===== config.mk =====
export PLATFORM = sky130hd
export DESIGN_NAME = banner_slide_ctrl
export DESIGN_NICKNAME = d
export VERILOG_FILES = /design/src/rtl/banner_slide_ctrl.sv
export SDC_FILE = /design/constraint.sdc
export NUM_CORES = 1
export LEC_CHECK = 0
export CAP_MARGIN = 20
export CORE_MARGIN = 2
export CORE_UTILIZATION = 44
export CTS_CLUSTER_DIAMETER = 60
export CTS_CLUSTER_SIZE = 12
export DETAILED_ROUTE_END_ITERATION = 7
export HOLD_SLACK_MARGIN = 0.02
export PLACE_DENSITY = 0.75
export SKIP_CTS_REPAIR_TIMING = 1
export SLEW_MARGIN = 30
export SYNTH_ARGS = -nofsm -noshare
export SYNTH_HDL_FRONTEND = slang
export SYNTH_SLANG_ARGS = --single-unit
export TNS_END_PERCENT = 10

===== constraint.sdc =====
create_clock -name clk_i -period 2.25 [get_ports clk_i]
set_clock_uncertainty 0.15 [all_clocks]
set_input_delay 0.3375 -clock clk_i [delete_from_list [all_inputs] [get_ports clk_i]]
set_output_delay 0.3375 -clock clk_i [all_outputs]
set_load 0.1 [all_outputs]

===== src/rtl/banner_slide_ctrl.sv =====
// Slides the "DRAW" banner up from below the screen, holds it at TARGET_Y and releases it on dismiss.
// Optional macro BANNER_BLINK_EN makes the banner blink while it is held.
module banner_slide_ctrl #(
  parameter int SCREEN_W     = 640,
  parameter int SCREEN_H     = 480,
  parameter int TEXT_W       = 124,
  parameter int TARGET_Y     = 220,
  parameter int SLIDE_STEP   = 8,
  parameter int HOLD_FRAMES  = 180,
  parameter int BLINK_PERIOD = 30
) (
  input  logic        clk_i,
  input  logic        reset_i,
  input  logic        frame_tick_i,
  input  logic        show_req_i,
  input  logic        dismiss_i,
  output logic [31:0] start_x_o,
  output logic [31:0] start_y_o,
  output logic        banner_on_o,
  output logic        busy_o,
  output logic        hold_done_o
);

  typedef enum logic [1:0] {IDLE, SLIDE, HOLD} state_e;

  localparam int HoldW = $clog2(HOLD_FRAMES + 1);
  localparam logic [31:0] YOff  = 32'(SCREEN_H);
  localparam logic [31:0] YRest = 32'(TARGET_Y);
  localparam logic [31:0] YStep = 32'(SLIDE_STEP);
  // Snapping once within one step of the rest row keeps the subtraction from underflowing.
  localparam logic [31:0] YSnap = 32'(TARGET_Y + SLIDE_STEP);
  localparam logic [HoldW-1:0] HoldMax = HoldW'(HOLD_FRAMES);

  if (BLINK_PERIOD < 2 || (BLINK_PERIOD % 2) != 0) begin : g_bad_blink_period
    $error("BLINK_PERIOD must be even and at least 2");
  end

  state_e            state_q, state_d;
  logic [31:0]       start_y_q, start_y_d;
  logic [HoldW-1:0]  hold_cnt_q, hold_cnt_d;
  logic              banner_on_q, banner_on_d;
  logic              busy_q, busy_d;
  logic              hold_done_q, hold_done_d;

`ifdef BANNER_BLINK_EN
  localparam int BlinkW = $clog2(BLINK_PERIOD + 1);
  localparam logic [BlinkW-1:0] BlinkLast = BlinkW'(BLINK_PERIOD - 1);
  localparam logic [BlinkW-1:0] BlinkHalf = BlinkW'(BLINK_PERIOD / 2);
  logic [BlinkW-1:0] blink_cnt_q, blink_cnt_d;
`endif

  always_ff @(posedge clk_i) begin
    if (reset_i) begin
      state_q     <= IDLE;
      start_y_q   <= YOff;
      hold_cnt_q  <= '0;
      banner_on_q <= 1'b0;
      busy_q      <= 1'b0;
      hold_done_q <= 1'b0;
`ifdef BANNER_BLINK_EN
      blink_cnt_q <= '0;
`endif
    end else begin
      state_q     <= state_d;
      start_y_q   <= start_y_d;
      hold_cnt_q  <= hold_cnt_d;
      banner_on_q <= banner_on_d;
      busy_q      <= busy_d;
      hold_done_q <= hold_done_d;
`ifdef BANNER_BLINK_EN
      blink_cnt_q <= blink_cnt_d;
`endif
    end
  end

  always_comb begin
    state_d    = state_q;
    start_y_d  = start_y_q;
    hold_cnt_d = hold_cnt_q;
`ifdef BANNER_BLINK_EN
    blink_cnt_d = blink_cnt_q;
`endif
    case (state_q)
      IDLE: begin
        start_y_d  = YOff;
        hold_cnt_d = '0;
        if (show_req_i) state_d = SLIDE;
      end
      SLIDE: begin
        if (frame_tick_i) begin
          if (start_y_q <= YSnap) begin
            start_y_d  = YRest;
            hold_cnt_d = '0;
`ifdef BANNER_BLINK_EN
            blink_cnt_d = '0;
`endif
            state_d    = HOLD;
          end else begin
            start_y_d = start_y_q - YStep;
          end
        end
      end
      HOLD: begin
        start_y_d = YRest;
        // Dismiss takes priority over a coincident frame tick.
        if (dismiss_i && hold_done_q) begin
          start_y_d  = YOff;
          hold_cnt_d = '0;
          state_d    = IDLE;
        end else if (frame_tick_i) begin
          if (hold_cnt_q != HoldMax) hold_cnt_d = hold_cnt_q + 1'b1;
`ifdef BANNER_BLINK_EN
          blink_cnt_d = (blink_cnt_q == BlinkLast) ? '0 : blink_cnt_q + 1'b1;
`endif
        end
      end
      default: begin
        state_d   = IDLE;
        start_y_d = YOff;
      end
    endcase
  end

  always_comb begin
    busy_d      = (state_d != IDLE);
    hold_done_d = (state_d == HOLD) && (hold_cnt_d == HoldMax);
`ifdef BANNER_BLINK_EN
    banner_on_d = (state_d == SLIDE) || ((state_d == HOLD) && (blink_cnt_d < BlinkHalf));
`else
    banner_on_d = (state_d != IDLE);
`endif
  end

  assign start_x_o   = 32'((SCREEN_W - TEXT_W) / 2);
  assign start_y_o   = start_y_q;
  assign banner_on_o = banner_on_q;
  assign busy_o      = busy_q;
  assign hold_done_o = hold_done_q;

endmodule


==> results of run 1 <==
flip-flops by register name, summed over array words and instances (netlist names):
register and flops:
busy_o 1, start_y_o 30, state_q 2, hold_done_o 1
hold_cnt_q 8
through the flow:
step	instances	total power [mW]	TNS [ns]
after floorplan	349	1.29	-3.11
after global placement	463	1.32	-3.13
after detailed placement	463	1.33	-3.88
after CTS	471	1.91	-2.93
after global routing	472	1.99	-2.89
final	472	1.92	-0.214
cells by family after synthesis:
| group | count (synthesis) | synth area share (%) |
|---|---|---|
| multiplexers | 2 | 0.860 |
| AO/OA/AOI/OAI | 54 | 14.0 |
| flip-flops | 42 | 32.1 |
| XOR/XNOR | 23 | 7.69 |
| adder cells (fa/ha/maj) | 7 | 3.34 |
| buffers and inverters | 56 | 13.6 |
| AND/OR/NAND/NOR | 131 | 28.1 |
| other | 2 | 0.287 |
power groups by stage:
stage	combinational [mW]	sequential (mW)	clock, mW
2_1_floorplan	0.428	0.859	0
3_3_place_gp	0.543	0.781	0
3_5_place_dp	0.546	0.781	0
4_1_cts	0.548	0.764	0.603
5_1_grt	0.586	0.768	0.640
6_report	0.561	0.766	0.598
critical path, stage by stage (launching register included):
cell and delay (ns):
sky130_fd_sc_hd__dfxtp_4 0.35, sky130_fd_sc_hd__or4_4 0.55, sky130_fd_sc_hd__nor4b_4 0.30, sky130_fd_sc_hd__buf_4 0.18
sky130_fd_sc_hd__nand4_1 0.19, sky130_fd_sc_hd__a21oi_2 0.24, sky130_fd_sc_hd__nor2_1 0.08, sky130_fd_sc_hd__or2_1 0.21
final cells by class:
cell class,count,area (sq um)
Clock inverter,2,37.5
Multi-Input combinational cell,251,1620
Clock buffer,6,72.6
Sequential cell,42,897
Fill cell,521,2400
Inverter,7,26.3
Timing Repair Buffer,89,694
Tap cell,75,93.8
path summary, 6_finish.rpt:
| kind | startpoint | cells past startpoint | slack (ns) | endpoint |
|---|---|---|---|---|
| max | start_y_o[20] | 7 | -0.1 | busy_o |
| min reg2reg | start_y_o[11] | 2 | 0.33 | start_y_o[11] |
| max reg2reg | start_y_o[20] | 7 | -0.1 | busy_o |
| min | start_y_o[11] | 2 | 0.33 | start_y_o[11] |
metal layers:
metal | up-vias | share of wire (%)
met3 | 5 | 5.4
li1 | 1204 | -
met2 | 72 | 48
met1 | 1130 | 45
met4 | 0 | 0.88
met5 | - | 0
placed cells by master, fill, tap and decap left out, types with 8 or more instances in the layout:
cell	instances
sky130_fd_sc_hd__buf_4	83
sky130_fd_sc_hd__nor2_1	49
sky130_fd_sc_hd__conb_1	34
sky130_fd_sc_hd__dfxtp_1	17
sky130_fd_sc_hd__xnor2_1	15
sky130_fd_sc_hd__dfxtp_2	15
sky130_fd_sc_hd__a21oi_1	13
sky130_fd_sc_hd__nor3_1	12
sky130_fd_sc_hd__nand2_1	11
sky130_fd_sc_hd__dfxtp_4	10
sky130_fd_sc_hd__xor2_1	8
==> metrics.md, run 1 <==
| Metric | Value |
|---|---|
| Count of pins on the block boundary | `72` |
| Final core area utilization | `58.9%` |
| H-tree Lvls | `2` |
| Number of buffers inserted during clock tree synthesis | `5` |
| Arrival time reported for the critical path endpoint | `2.38 ns` |
| Net Sw Power | `about 0.74 mW` |
| Cell-internal power | `1.18 mW` |
| Dpl hpwl | `4630 microns` |
| Start-to-end type of the worst setup path | `reg2reg` |
| Nature of the critical path endpoint | `flip-flop` |
| Overall global routing resource usage | `19.1%` |
| Vias in the first global route | `2141` |
| Initial antenna violation count | `0` |
| Dominant cells by area after synthesis | `sky130_fd_sc_hd__dfxtp_1 (32%), sky130_fd_sc_hd__buf_4 (10%), sky130_fd_sc_hd__nor2_1 (7.0%)` |
| Chip Width | `~81 microns` |
| Post-place setup slack | `-0.333 ns` |
| Global routing met1 resource utilization | `25.3%` |
| DR vias/cell | `5.11` |
| GRT Max-Usage Layer | `met2` |
| Violations in the final reports | `setup timing` |
| Number of enable-type register cells in the synthesized netlist | `0` |
| Vertical extent of the die | `around 80 microns` |
| Final WS setup | `-0.0997 ns` |
| LEAKAGE | `1.46 nW` |
| Global routing met2 resource utilization | `31.9%` |
| Routed wire per std cell | `roughly 13 microns` |
| Required time at the worst-slack endpoint | `2.28 ns` |
| Fraction of met3 tracks used by global routing | `3.56%` |
| Post-synthesis sequential element count | `42` |
| Post-Route WL | `between 6000 and 7000 microns` |
| Proportion of power drawn by the clock network | `31.1%` |
| Average cell area after synthesis | `slightly above 8 sq um` |
| Number of clock sinks | `42` |
| Via count | `2411` |
| Diodes inserted | `0` |
| CTS clock-pin slew for the worst setup and hold paths | `0.08 ns` |
| Maximum clock frequency | `426 MHz` |
| Starting density of the core | `~45%` |
| Final period demand of the worst path | `2.35 ns` |
| Proportion of synthesized flip-flops having asynchronous set or reset | `0%` |
| Cell area after layout | `about 3400 sq um` |
| Routability cong. | `0.899` |
| Remaining design rule violation count | `0` |
| Library cell occupying the most area in the post-synthesis netlist | `sky130_fd_sc_hd__dfxtp_1` |
| Die Footprint | `6590 sq um` |
| Sequential share of the synthesized area | `roughly 32%` |
| Maximum vdd ir drop | `~0.33 mV` |
| Top-count cell post-synth | `sky130_fd_sc_hd__nor2_1` |
| Area added between synthesis and finish | `31.5%` |
| DR iter-0 viols | `110` |
| Mapped Area | `2620 sq um` |
| Yosys cell types | `57` |
| Slew Viols, Final | `0` |
| Floorplan core area | `5850 sq um` |
| Switching share of power | `38.4%` |
| Clock tree from TritonCTS | `yes` |
| Hold WS | `0.335 ns` |
| Wire length of the first global-routing pass | `9920 microns` |
| Proportion of layout cells with a drive suffix above 1 | `35.0%` |
| Rows | `28` |
| Number of buffers added on ports | `37` |
| Total congestion overflow after global routing | `0` |
| Top cell type's share of synthesized area | `32.1%` |
| Sequential power share | `39.8%` |
| Worst hold path class | `reg2reg` |
| Run status | `complete, but fails checks` |
| Type of element launching the critical path | `flip-flop` |
| Post-route antenna net violation count | `0` |
| Latest clock arrival within the worst-skew pair | `0.29 ns` |
| CTS Buffer Depth | `2` |
| Final setup fails | `6` |
| Maximum number of pins on one net before global-route repair | `24` |
| Top cells by instance count after synthesis | `sky130_fd_sc_hd__nor2_1 (49), sky130_fd_sc_hd__dfxtp_1 (42), sky130_fd_sc_hd__buf_4 (35)` |
| Instance area after placement | `3250 sq um` |
| Maximum capacitance violations | `0` |
| Number of instances in the synthesized netlist | `317` |
| Yosys Warn Count | `0` |
| Total power divided by cell area | `558 nW/um^2` |
| Initial DRT Pass Iterations | `4` |
| Total Nets Final | `408` |
| Library cell used as clock root buffer | `sky130_fd_sc_hd__clkbuf_8` |
| Logic pwr share | `29.1%` |
| Synth Flop Type | `sky130_fd_sc_hd__dfxtp_1` |
| Critical path fanouts, max | `3` |
| Unrepaired setup endpoints after global routing | `yes` |
| Final Hold Violating Endpoints | `0` |
| Post-route clock period utilization | `104%` |
Note: power is estimated with default switching activity, not from simulation.
==> run 2: changes to the inputs <==
==> constraint.sdc (replaced) <==
create_clock -name clk_i -period 2.1 [get_ports clk_i]
set_clock_uncertainty 0.15 [all_clocks]
set_input_delay 0.315 -clock clk_i [delete_from_list [all_inputs] [get_ports clk_i]]
set_output_delay 0.315 -clock clk_i [all_outputs]
set_load 0.1 [all_outputs]
==> run 2 against run 1 <==
  * Sequential power grew 6.9%
  * Highest routed layer unchanged
  * The flow still finishes with violations (setup timing)
  * Critical path type unchanged
  * Cell area is 2.5% higher
  * Largest power group unchanged
  * Setup slack worse by 0.14 ns
  * Hold slack better by 0.022 ns
  * Power up 4.4%
==> metrics.md, run 2 (synthesis gave the netlist of run 1 again) <==
| Metric | Value |
|---|---|
| Run status | `complete, but fails checks (unchanged)` |
| Violations in the final reports | `setup timing (unchanged)` |
| Rows | `28 (unchanged)` |
| DR iter-0 viols | `126 (was 110)` |
| Slew Viols, Final | `0 (unchanged)` |
| Maximum number of pins on one net before global-route repair | `24 (unchanged)` |
| Diodes inserted | `0 (unchanged)` |
| Number of clock sinks | `42 (unchanged)` |
| Unrepaired setup endpoints after global routing | `yes (unchanged)` |
| Required time at the worst-slack endpoint | `2.15 ns (was 2.28 ns)` |
| Remaining design rule violation count | `0 (unchanged)` |
| Final core area utilization | `60.4% (was 58.9%)` |
| Vertical extent of the die | `81.2 microns (unchanged)` |
| Total area of multi-input combinational cells | `1610 sq um (was 1620 sq um)` |
| Wire length of the first global-routing pass | `10100 microns (was 9920 microns)` |
| Start-to-end type of the worst setup path | `reg2reg (unchanged)` |
| DR vias/cell | `5.15 (was 5.11)` |
| Arrival time reported for the critical path endpoint | `2.39 ns (was 2.38 ns)` |
| Worst hold path class | `reg2reg (unchanged)` |
| LEAKAGE | `1.55 nW (was 1.46 nW)` |
| Final Hold Violating Endpoints | `0 (unchanged)` |
| Proportion of layout cells with a drive suffix above 1 | `38.1% (was 35.0%)` |
| Starting density of the core | `44.8% (unchanged)` |
| Maximum capacitance violations | `0 (unchanged)` |
| Chip Width | `81.2 microns (unchanged)` |
| Reg area | `897 sq um (unchanged)` |
| Initial DRT Pass Iterations | `4 (unchanged)` |
| Post-Route WL | `6550 microns (was 6130 microns)` |
| CTS clock-pin slew for the worst setup and hold paths | `0.10 ns (was 0.08 ns)` |
| Instance area after placement | `3370 sq um (was 3250 sq um)` |
| Type of element launching the critical path | `flip-flop (unchanged)` |
| Floorplan core area | `5850 sq um (unchanged)` |
| Clock tree from TritonCTS | `yes (unchanged)` |
| Commonest non-fill, non-tap cells in the layout | `sky130_fd_sc_hd__buf_4 (98), sky130_fd_sc_hd__nor2_1 (47), sky130_fd_sc_hd__conb_1 (34) (was sky130_fd_sc_hd__buf_4 (83), sky130_fd_sc_hd__nor2_1 (49), sky130_fd_sc_hd__conb_1 (34))` |
| Leading cell type in the layout, fill and taps excluded | `sky130_fd_sc_hd__buf_4 (unchanged)` |
| Count of pins on the block boundary | `72 (unchanged)` |
| Vias in the first global route | `2218 (was 2141)` |
| Number of fill cells in the layout | `540 (was 521)` |
| Final setup fails | `39 (was 6)` |
| Total congestion overflow after global routing | `0 (unchanged)` |
| Power Total | `2.01 mW (was 1.92 mW)` |
| Overall global routing resource usage | `19.8% (was 19.1%)` |
| Area added between synthesis and finish | `34.8% (was 31.5%)` |
| H-tree Lvls | `2 (unchanged)` |
| Maximum vdd ir drop | `0.378 mV (was 0.330 mV)` |
| Library cell used as clock root buffer | `sky130_fd_sc_hd__clkbuf_8 (unchanged)` |
| Post-route antenna net violation count | `0 (unchanged)` |
| CTS Buffer Depth | `2 (unchanged)` |
| Routability cong. | `0.933 (was 0.899)` |
| Setup slack, reg-to-reg | `-0.24 ns (was -0.1 ns)` |
| Routed wire per std cell | `13.4 microns (was 13.0 microns)` |
| Final period demand of the worst path | `2.34 ns (was 2.35 ns)` |
| Cell area after layout | `3530 sq um (was 3450 sq um)` |
| Hold WS | `0.357 ns (was 0.335 ns)` |
| Post-route clock period utilization | `111% (was 104%)` |
| Number of buffers inserted during clock tree synthesis | `5 (unchanged)` |
| Maximum clock frequency | `428 MHz (was 426 MHz)` |
| Nature of the critical path endpoint | `flip-flop (unchanged)` |
| Die Footprint | `6590 sq um (unchanged)` |
| Number of flip-flops under the largest register name | `30 (unchanged)` |
| Latest clock arrival within the worst-skew pair | `0.31 ns (was 0.29 ns)` |
| Total Nets Final | `423 (was 408)` |
| Critical path fanouts, max | `3 (unchanged)` |
| Initial antenna violation count | `0 (unchanged)` |
| Number of buffers added on ports | `37 (unchanged)` |
| Dpl hpwl | `4860 microns (was 4630 microns)` |
| Total power divided by cell area | `569 nW/um^2 (was 558 nW/um^2)` |
| Final WS setup | `-0.239 ns (was -0.0997 ns)` |
| Via count | `2510 (was 2411)` |
[run 2: power breakdown]
| part | total (mW) | internal (mW) | switching [mW] |
|---|---|---|---|
| logic | 0.615 | 0.124 | 0.491 |
| clock network | 0.574 | 0.241 | 0.334 |
| registers | 0.819 | 0.800 | 0.0188 |
[run 2: metrics by stage]
| stage | std cells | TNS, ns | setup WS, ns |
|---|---|---|---|
| floorplan | 349 | -8.15 | -0.300 |
| global placement | 479 | -7.66 | -0.379 |
| detailed placement | 479 | -9.19 | -0.441 |
| CTS | 487 | -8.10 | -0.347 |
| global route | 487 | -7.99 | -0.311 |
| finish | 487 | -3.98 | -0.239 |
[run 2: worst max-delay path: stages (launching register included)]
cell	delay, ns
sky130_fd_sc_hd__dfxtp_4	0.36
sky130_fd_sc_hd__or4_4	0.54
sky130_fd_sc_hd__nor4b_4	0.28
sky130_fd_sc_hd__buf_4	0.17
sky130_fd_sc_hd__nand4_1	0.20
sky130_fd_sc_hd__a21oi_2	0.26
sky130_fd_sc_hd__nor2_2	0.06
sky130_fd_sc_hd__or2_1	0.21
[run 2: worst paths after layout]
path                    to  cells after the start           from
max                 busy_o                      7  start_y_o[19]
min reg2reg  start_y_o[11]                      2  start_y_o[11]
min          start_y_o[11]                      2  start_y_o[11]
max reg2reg         busy_o                      7  start_y_o[19]
[run 2: final cells by class]
type	count	area share (%)
multi-input cells	251	45.7
flip-flops and latches	42	25.4
repair buffers	104	22.9
well taps	75	2.66
clock buffers	5	1.95
inverters	7	0.744
clock inverters	3	0.709
[run 2: per-layer routing]
metal | track usage (%) | wire [microns]
met4 | 6.27 | 70
met5 | 0 | 0
met1 | 25.9 | 2990
met2 | 32.8 | 3160
met3 | 3.67 | 325
